<file path="src/rtl/sync_fifo_param.sv">
// Parametrised single-clock FIFO with occupancy count, threshold flags,
// sticky overflow/underflow errors and a synchronous flush.
module sync_fifo_param #(
  parameter int WIDTH    = 9,
  parameter int DEPTH    = 256,
  parameter int AF_LEVEL = DEPTH - 4,
  parameter int AE_LEVEL = 4,
  localparam int CW      = $clog2(DEPTH) + 1
) (
  input  logic             clk,
  input  logic             rst,
  input  logic             flush,
  input  logic             wr_en,
  input  logic [WIDTH-1:0] din,
  input  logic             rd_en,
  output logic [WIDTH-1:0] dout,
  output logic             dout_valid,
  output logic             full,
  output logic             empty,
  output logic             almost_full,
  output logic             almost_empty,
  output logic [CW-1:0]    count,
  output logic             overflow,
  output logic             underflow
);

  localparam int AW = $clog2(DEPTH);
  localparam logic [CW-1:0] DEPTH_C = CW'(DEPTH);
  localparam logic [CW-1:0] AF_C    = CW'(AF_LEVEL);
  localparam logic [CW-1:0] AE_C    = CW'(AE_LEVEL);

  logic [WIDTH-1:0] mem [DEPTH];
  logic [AW-1:0]    wptr;
  logic [AW-1:0]    rptr;
  logic             wr_ok;
  logic             rd_ok;

  // A write into a full FIFO is still taken when a read frees a slot the same cycle.
  assign rd_ok = rd_en && !empty;
  assign wr_ok = wr_en && (!full || rd_ok);

  // Flags decode the registered count only, so no input reaches an output combinationally.
  assign full         = (count == DEPTH_C);
  assign empty        = (count == '0);
  assign almost_full  = (count >= AF_C);
  assign almost_empty = (count <= AE_C);

  always_ff @(posedge clk) begin
    if (rst && !flush && wr_ok) begin
      mem[wptr] <= din;
    end
  end

  always_ff @(posedge clk) begin
    if (!rst) begin
      wptr       <= '0;
      rptr       <= '0;
      count      <= '0;
      dout       <= '0;
      dout_valid <= 1'b0;
      overflow   <= 1'b0;
      underflow  <= 1'b0;
    end else if (flush) begin
      wptr       <= '0;
      rptr       <= '0;
      count      <= '0;
      dout_valid <= 1'b0;
      overflow   <= 1'b0;
      underflow  <= 1'b0;
    end else begin
      if (wr_ok) begin
        wptr <= wptr + 1'b1;
      end
      if (rd_ok) begin
        dout <= mem[rptr];
        rptr <= rptr + 1'b1;
      end
      dout_valid <= rd_ok;
      case ({wr_ok, rd_ok})
        2'b10:   count <= count + 1'b1;
        2'b01:   count <= count - 1'b1;
        default: count <= count;
      endcase
      if (wr_en && !wr_ok) begin
        overflow <= 1'b1;
      end
      if (rd_en && !rd_ok) begin
        underflow <= 1'b1;
      end
    end
  end

endmodule

</file>
<file path="config.mk">
export PLATFORM = sky130hd
export DESIGN_NAME = sync_fifo_param
export DESIGN_NICKNAME = d
export VERILOG_FILES = /design/src/rtl/sync_fifo_param.sv
export SDC_FILE = /design/constraint.sdc
export NUM_CORES = 2
export LEC_CHECK = 0
export CAP_MARGIN = 40
export CORE_AREA = 4 4 587 356
export DETAILED_ROUTE_END_ITERATION = 12
export DIE_AREA = 0 0 591 360
export GPL_TIMING_DRIVEN = 0
export PLACE_DENSITY = 0.61
export RECOVER_POWER = 25
export SYNTH_ARGS = -nofsm -noshare
export SYNTH_HDL_FRONTEND = slang
export SYNTH_SLANG_ARGS = --single-unit
</file>
<file path="constraint.sdc">
create_clock -name clk -period 3.6 [get_ports clk]
set_clock_uncertainty 0.2 [all_clocks]
set_input_delay 0.72 -clock clk [delete_from_list [all_inputs] [get_ports clk]]
set_output_delay 0.72 -clock clk [all_outputs]
set_load 0.02 [all_outputs]
</file>
=== After elaboration in Yosys (flattened, before gate mapping) ===
Memories as Yosys holds them, arrays and structs flattened. A register that Yosys moved wholly into a read port is not among the register bits.
Index checks and enable logic that the tools add are counted.

* Add/sub/neg operators: 4
* Bitwise logic cells: 2
* Equal/unequal tests: 3
* Magnitude comparators: 2
* Multiplexer cells: 3
* Reduce and logical (&&, ||, !) cells: 17

{| class="wikitable"
|+ Operators with widths
! cell !! count
|-
| one-hot mux 9 bit (2 select lines) || 1
|-
| adder 8 x 1 -> 8 bit, second input constant || 2
|-
| adder 9 x 1 -> 9 bit, second input constant || 1
|-
| equality test 9 bit, second input constant || 1
|-
| greater-or-equal comparator 9 x 8 -> 1 bit, second input constant || 1
|-
| less-or-equal comparator 9 x 3 -> 1 bit, second input constant || 1
|-
| logical NOT 9 bit || 1
|-
| subtractor 9 x 1 -> 9 bit, second input constant || 1
|-
| logical AND 1 bit || 6
|-
| logical NOT 1 bit || 6
|-
| equality test 2 x 1 -> 1 bit, second input constant || 1
|-
| equality test 2 bit, second input constant || 1
|-
| 2-to-1 mux 1 bit || 2
|-
| NOT 1 bit || 2
|-
| AND reduction 2 bit || 1
|-
| nonzero test 2 bit || 1
|-
| OR reduction 2 bit || 1
|-
| logical OR 1 bit || 1
|}

* Memories: 1
* Flip-flop bits (word level): 28
* Input bits: 14
* Logic and storage cells: 38
* Bits in writable memories: 2304
* Output and inout bits: 25

{| class="wikitable"
|+ Memory list
! name !! words !! bits a word !! rd ports !! clocked after memory_dff !! write ports !! RTL line !! RTL
|-
| mem || 256 || 9 || 1 || 1 || 1 || 32 || <nowiki>logic [WIDTH-1:0] mem [DEPTH];</nowiki>
|}

=== Logic depth before layout (Yosys ltp) ===
* Depth after elaboration: 8
* Depth in mapped cells: 14
* Gate-level depth less buffers: 13

=== Worst setup path after synthesis ===
OpenSTA, ideal clock, no wires.

* Path kind: reg-to-reg
* Start: reg count[4]
* End: reg count[8]
* Library setup time: 0.127 ns
* Clock period less this slack: 3.650 ns
* Arrival time: 3.323 ns
* Setup slack: -0.050 ns
* Data required time: 3.273 ns
* Stages on the path, launching flop included: 15
* Path buffers: 1
* Cells stage by stage: dfxtp_1 > or4_4 > o41ai_4 > or2_2 > clkbuf_1 > inv_1 > ha_1 > nor2b_1 > o21ai_0 > a21boi_0 > o21ai_0 > a21oi_1 > mux2i_1 > xnor2_1 > nor2_1

* Word-level cells in the longest chain between the ends: 7
* Elaborated cells on any way between the ends: 13

{| class="wikitable"
|+ Ends and longest elaborated chain
! what !! RTL line !! RTL
|-
| start, declared || 22 || <nowiki>output logic [CW-1:0] count,</nowiki>
|-
| start signal, assigned || 80 || <nowiki>2'b10: count <= count + 1'b1;</nowiki>
|-
| start signal, assigned || 81 || <nowiki>2'b01: count <= count - 1'b1;</nowiki>
|-
| start signal, assigned || 82 || <nowiki>default: count <= count;</nowiki>
|-
| parallel branches: the longest is 7 deep, another holds subtractor 9 x 1 -> 9 bit || - ||
|}

Several ways; the timed one is not identified.
A chain may end at the register's enable or synchronous reset.

==> results.py <==
metrics = {
    "run_status": {
        "status": "complete, but fails checks",
        "violations": "max-capacitance violations, max-slew violations, negative setup slack",
    },
    "global_routing": {
        "grt_pass1_vias": 49776,
        "grt_pass1_wl_um": 472900,
        "track_usage_pct": 33.61,
        "grt_overflow_total": 0,
        "antenna_found_initial": 19,
        "grt_max_degree": 157,
    },
    "routing": {
        "wirelength_um": 365500,
        "via_per_inst": 6.846,
        "via_count": 55703,
        "drtIter0Drc": 11253,
        "drc": 0,
        "dr.pass1.iters": 8,
        "ant_nets": 0,
        "wl_per_cell_um": 44.92,
    },
    "timing": {
        "rsz0062_at_grt": "yes",
        "fmax_mhz": 263.1,
        "finalSetupViolCount": 243,
        "slew_headroom_pct": -101.1,
        "fin_crit_ps": 3801,
        "slew_violations": 858,
        "worst_slack_ps": -201.3,
        "finalCritPeriodShare_pct": 105.6,
        "hold_viol_final": 0,
        "worst_slew_pin_slew_ps": 3016,
    },
    "worst_setup_path": {
        "timing.rr.end": "dout[1]",
        "rr_worst_depth": 11,
        "end_kind": "flop",
        "crit_arrival_ps": 4370,
        "cp_max_fo": 8,
        "crit_start": "rptr[0]",
        "cp.required_ps": 4160,
        "worst_setup_path_start_kind": "flop",
        "worstSetupPathType": "flop to flop",
        "worst-r2r-setup-slack_ps": -200,
        "r2r_start": "rptr[0]",
        "crit_end": "dout[1]",
    },
    "clock_tree": {
        "htreeDepth": 4,
        "numCtsBuffers": 211,
        "cts_buffer_depth": 4,
        "cts_tree": "yes",
        "cts_sinks": 2341,
        "clk_latency_ps": 900,
        "cts_root_buf": "clkbuf_16",
        "clk_pin_slew_worst_paths_ps": 70,
    },
    "cells_and_area": {
        "area_delta_synth_final_pct": 19.92,
        "fin_nets": 5258,
        "fin_area_mm2": 0.1095,
        "drive_above_1_share_pct": 31.64,
    },
    "power_and_ir_drop": {
        "total_power_mw": 54.81,
        "power_density_mw_per_mm2": 500.6,
        "leakagePower_nw": 33.98,
        "p_int_mw": 42.91,
        "p_sw_mw": 11.89,
        "clkPwrFrac_pct": 40.7,
        "power_frac_comb_pct": 4.7,
        "p_sw_share_pct": 21.70,
        "power.share.sequential_pct": 54.7,
        "peakVddDrop_uv": 368.9,
    },
    "synthesis": {
        "syn_avg_cell_area_um2": 20.40,
        "synth_nets": 4502,
        "synth-seq-cells": 2341,
        "syn-instance-count": 4475,
        "synth_flop_cell": "edfxtp_1",
        "synth_cell_types": 72,
        "ys_async_sr_fraction_pct": 0,
        "ys_seq_area_share_pct": 76.59,
        "synth_warnings": 0,
        "syn_area_mm2": 0.09131,
        "synth_edf_count": 2304,
    },
    "min_path": {
        "holdCritPathClass": "primary input to flop",
    },
    "floorplan": {
        "core_area_mm2": 0.2029,
        "die_height_um": 360,
        "ios": 39,
        "num_rows": 128,
        "start_util_pct": 45.00,
        "fp.dieW_um": 591,
        "dieArea_mm2": 0.2128,
    },
    "place": {
        "hpwl_um": 253500,
        "pre_cts_ws_ps": -2072,
        "io_buffer_count": 38,
        "postPlaceCellArea_mm2": 0.09910,
        "gp_congestion": 1.065,
    },
    "run": {
        "drv_cap": 8,
    },
}
-- layout by cell type, fill, tap and decap left out, types with 15 or more instances in the layout --
| master | netlist | routed |
|---|---|---|
| clkbuf_16 | 0 | 212 |
| nor2_1 | 330 | 267 |
| a21oi_1 | 88 | 76 |
| nor2_2 | 0 | 60 |
| buf_6 | 31 | 69 |
| mux4_2 | 468 | 468 |
| buf_16 | 0 | 62 |
| clkinv_1 | 1 | 40 |
| buf_4 | 58 | 375 |
| clkbuf_4 | 0 | 17 |
| buf_8 | 2 | 74 |
| clkinv_2 | 0 | 43 |
| nand3_1 | 27 | 22 |
| xnor2_1 | 15 | 15 |
| clkdlybuf4s50_1 | 0 | 26 |
| nor3_1 | 45 | 28 |
| edfxtp_1 | 2304 | 2304 |
| o21ai_0 | 47 | 31 |
| nand2_1 | 110 | 94 |
| mux2i_1 | 322 | 309 |
| clkbuf_1 | 110 | 84 |
| o221ai_1 | 148 | 134 |
| clkbuf_8 | 0 | 17 |
| dfxtp_1 | 37 | 32 |
| buf_12 | 0 | 59 |
| o22ai_1 | 81 | 72 |
| clkbuf_2 | 0 | 51 |
| buf_2 | 41 | 24 |
-- how the worst min path moves through the flow --
stage	from	end	slack (ps)	depth (start not counted)
finish	wr_en	overflow	280	3
global route	overflow	overflow	310	2
CTS	din[8]	mem[241][8]	20	1
detailed placement	underflow	underflow	270	2
global placement	underflow	underflow	260	2
floorplan	rptr[7]	rptr[7]	310	2
-- what timing repair did --
item                                    in CTS  in global routing
buffers inserted                            57                 85
cloned                                       2                  0
hold endpoints to repair                     3                  0
resized for setup                          465                193
pin swaps                                   15                 32
hold buffers                                 1                  0
endpoints found under the setup margin     450                834
-- worst max-delay path, cell delays in order (launching register included) --
cell and delay [ps]:
dfxtp_4 370, buf_12 140, buf_4 140, buf_16 140, buf_16 170, buf_4 160, buf_12 120, mux4_2 480
o211ai_1 880, and3_1 300, a21oi_1 170, a221o_1 350
-- metrics by stage --
step                      std cells  utilization [%]  TNS (ps)  hold WS [ps]
after floorplan                4475                -         0         307.2
after global placement         7243            46.87         -         259.9
after detailed placement       7610            48.84   -614010         267.6
after CTS                      8041            53.21    -92.29         15.45
after global routing           8125            53.95    -36610         312.4
final                          8137            53.96    -11440         283.1
-- state kept, by name, indices dropped and copies added (netlist names) --
name and flops:
mem 2304, count 9, dout 9, rptr 8, wptr 8, dout_valid 1, overflow 1, underflow 1
-- cell type report --
| class | count | area [µm²] |
|---|---|---|
| inverters | 15 | 70.07 |
| well taps | 2730 | 3416 |
| fillers | 15624 | 93420 |
| flip-flops and latches | 2341 | 69940 |
| diodes | 12 | 30.03 |
| clock buffers | 272 | 5650 |
| multi-input cells | 1854 | 20870 |
| plain buffers | 258 | 2972 |
| repair buffers | 550 | 5684 |
| clock inverters | 105 | 868.3 |
-- Yosys cell counts, types with 4 or more instances --
library cell | number | area, µm²
o32ai_1 | 4 | 35.03
and2_1 | 4 | 25.02
buf_1 | 23 | 86.33
nor3_1 | 45 | 225.2
a311oi_1 | 6 | 52.55
xor2_1 | 6 | 52.55
nand2b_1 | 6 | 37.54
mux2i_1 | 322 | 3223
mux4_2 | 468 | 10540
clkbuf_1 | 110 | 412.9
o211ai_1 | 6 | 45.04
nor2_1 | 330 | 1239
a31oi_1 | 10 | 62.56
edfxtp_1 | 2304 | 69190
inv_1 | 12 | 45.04
buf_4 | 58 | 435.4
o22ai_1 | 81 | 506.7
nand2_1 | 110 | 412.9
buf_6 | 31 | 349.1
and3_1 | 7 | 43.79
a221o_1 | 4 | 40.04
ha_1 | 12 | 150.1
xnor2_1 | 15 | 131.4
a2111oi_0 | 4 | 35.03
or3_1 | 5 | 31.28
o221ai_1 | 148 | 1296
a22oi_1 | 7 | 52.55
nand3_1 | 27 | 135.1
nor2b_1 | 8 | 50.05
nand4_1 | 9 | 56.30
o21ai_0 | 47 | 235.2
dfxtp_1 | 37 | 740.7
nor4_1 | 10 | 62.56
buf_2 | 41 | 205.2
a211oi_1 | 9 | 67.56
o311ai_0 | 5 | 43.79
a21oi_1 | 88 | 440.4
-- metal layers --
| metal | wire length [µm] | vias up | GRT usage, % | part of all wire [%] |
|---|---|---|---|---|
| li1 | - | 20199 | - | - |
| met3 | 75880 | 958 | 21.24 | 21 |
| met5 | 971 | - | 2.778 | 0.27 |
| met4 | 20050 | 22 | 14.37 | 5.5 |
| met2 | 133400 | 5720 | 39.94 | 37 |
| met1 | 135200 | 28804 | 47.47 | 37 |
-- power by group through the flow --
stage                     Clock [mW]  Sequential [mW]  Combinational (mW)
after floorplan                    0             30.5               0.862
after global placement             0             30.9                1.97
after detailed placement           0             30.5                2.07
after CTS                       22.2             29.9                2.30
after global routing            23.5             29.9                2.56
final                           22.3             30.0                2.56
-- logic make-up after synthesis --
logic type                 share of synthesized area (%)
xor gates and xnor gates                          0.2014
AOI/OAI and AO/OA                                  3.489
adders and majority gates                         0.1864
buffers and inverters                              1.725
and+or+nand+nor                                    2.726
DFF                                                76.59
muxes                                              15.09
No activity file was read; power rests on OpenSTA's default activity.
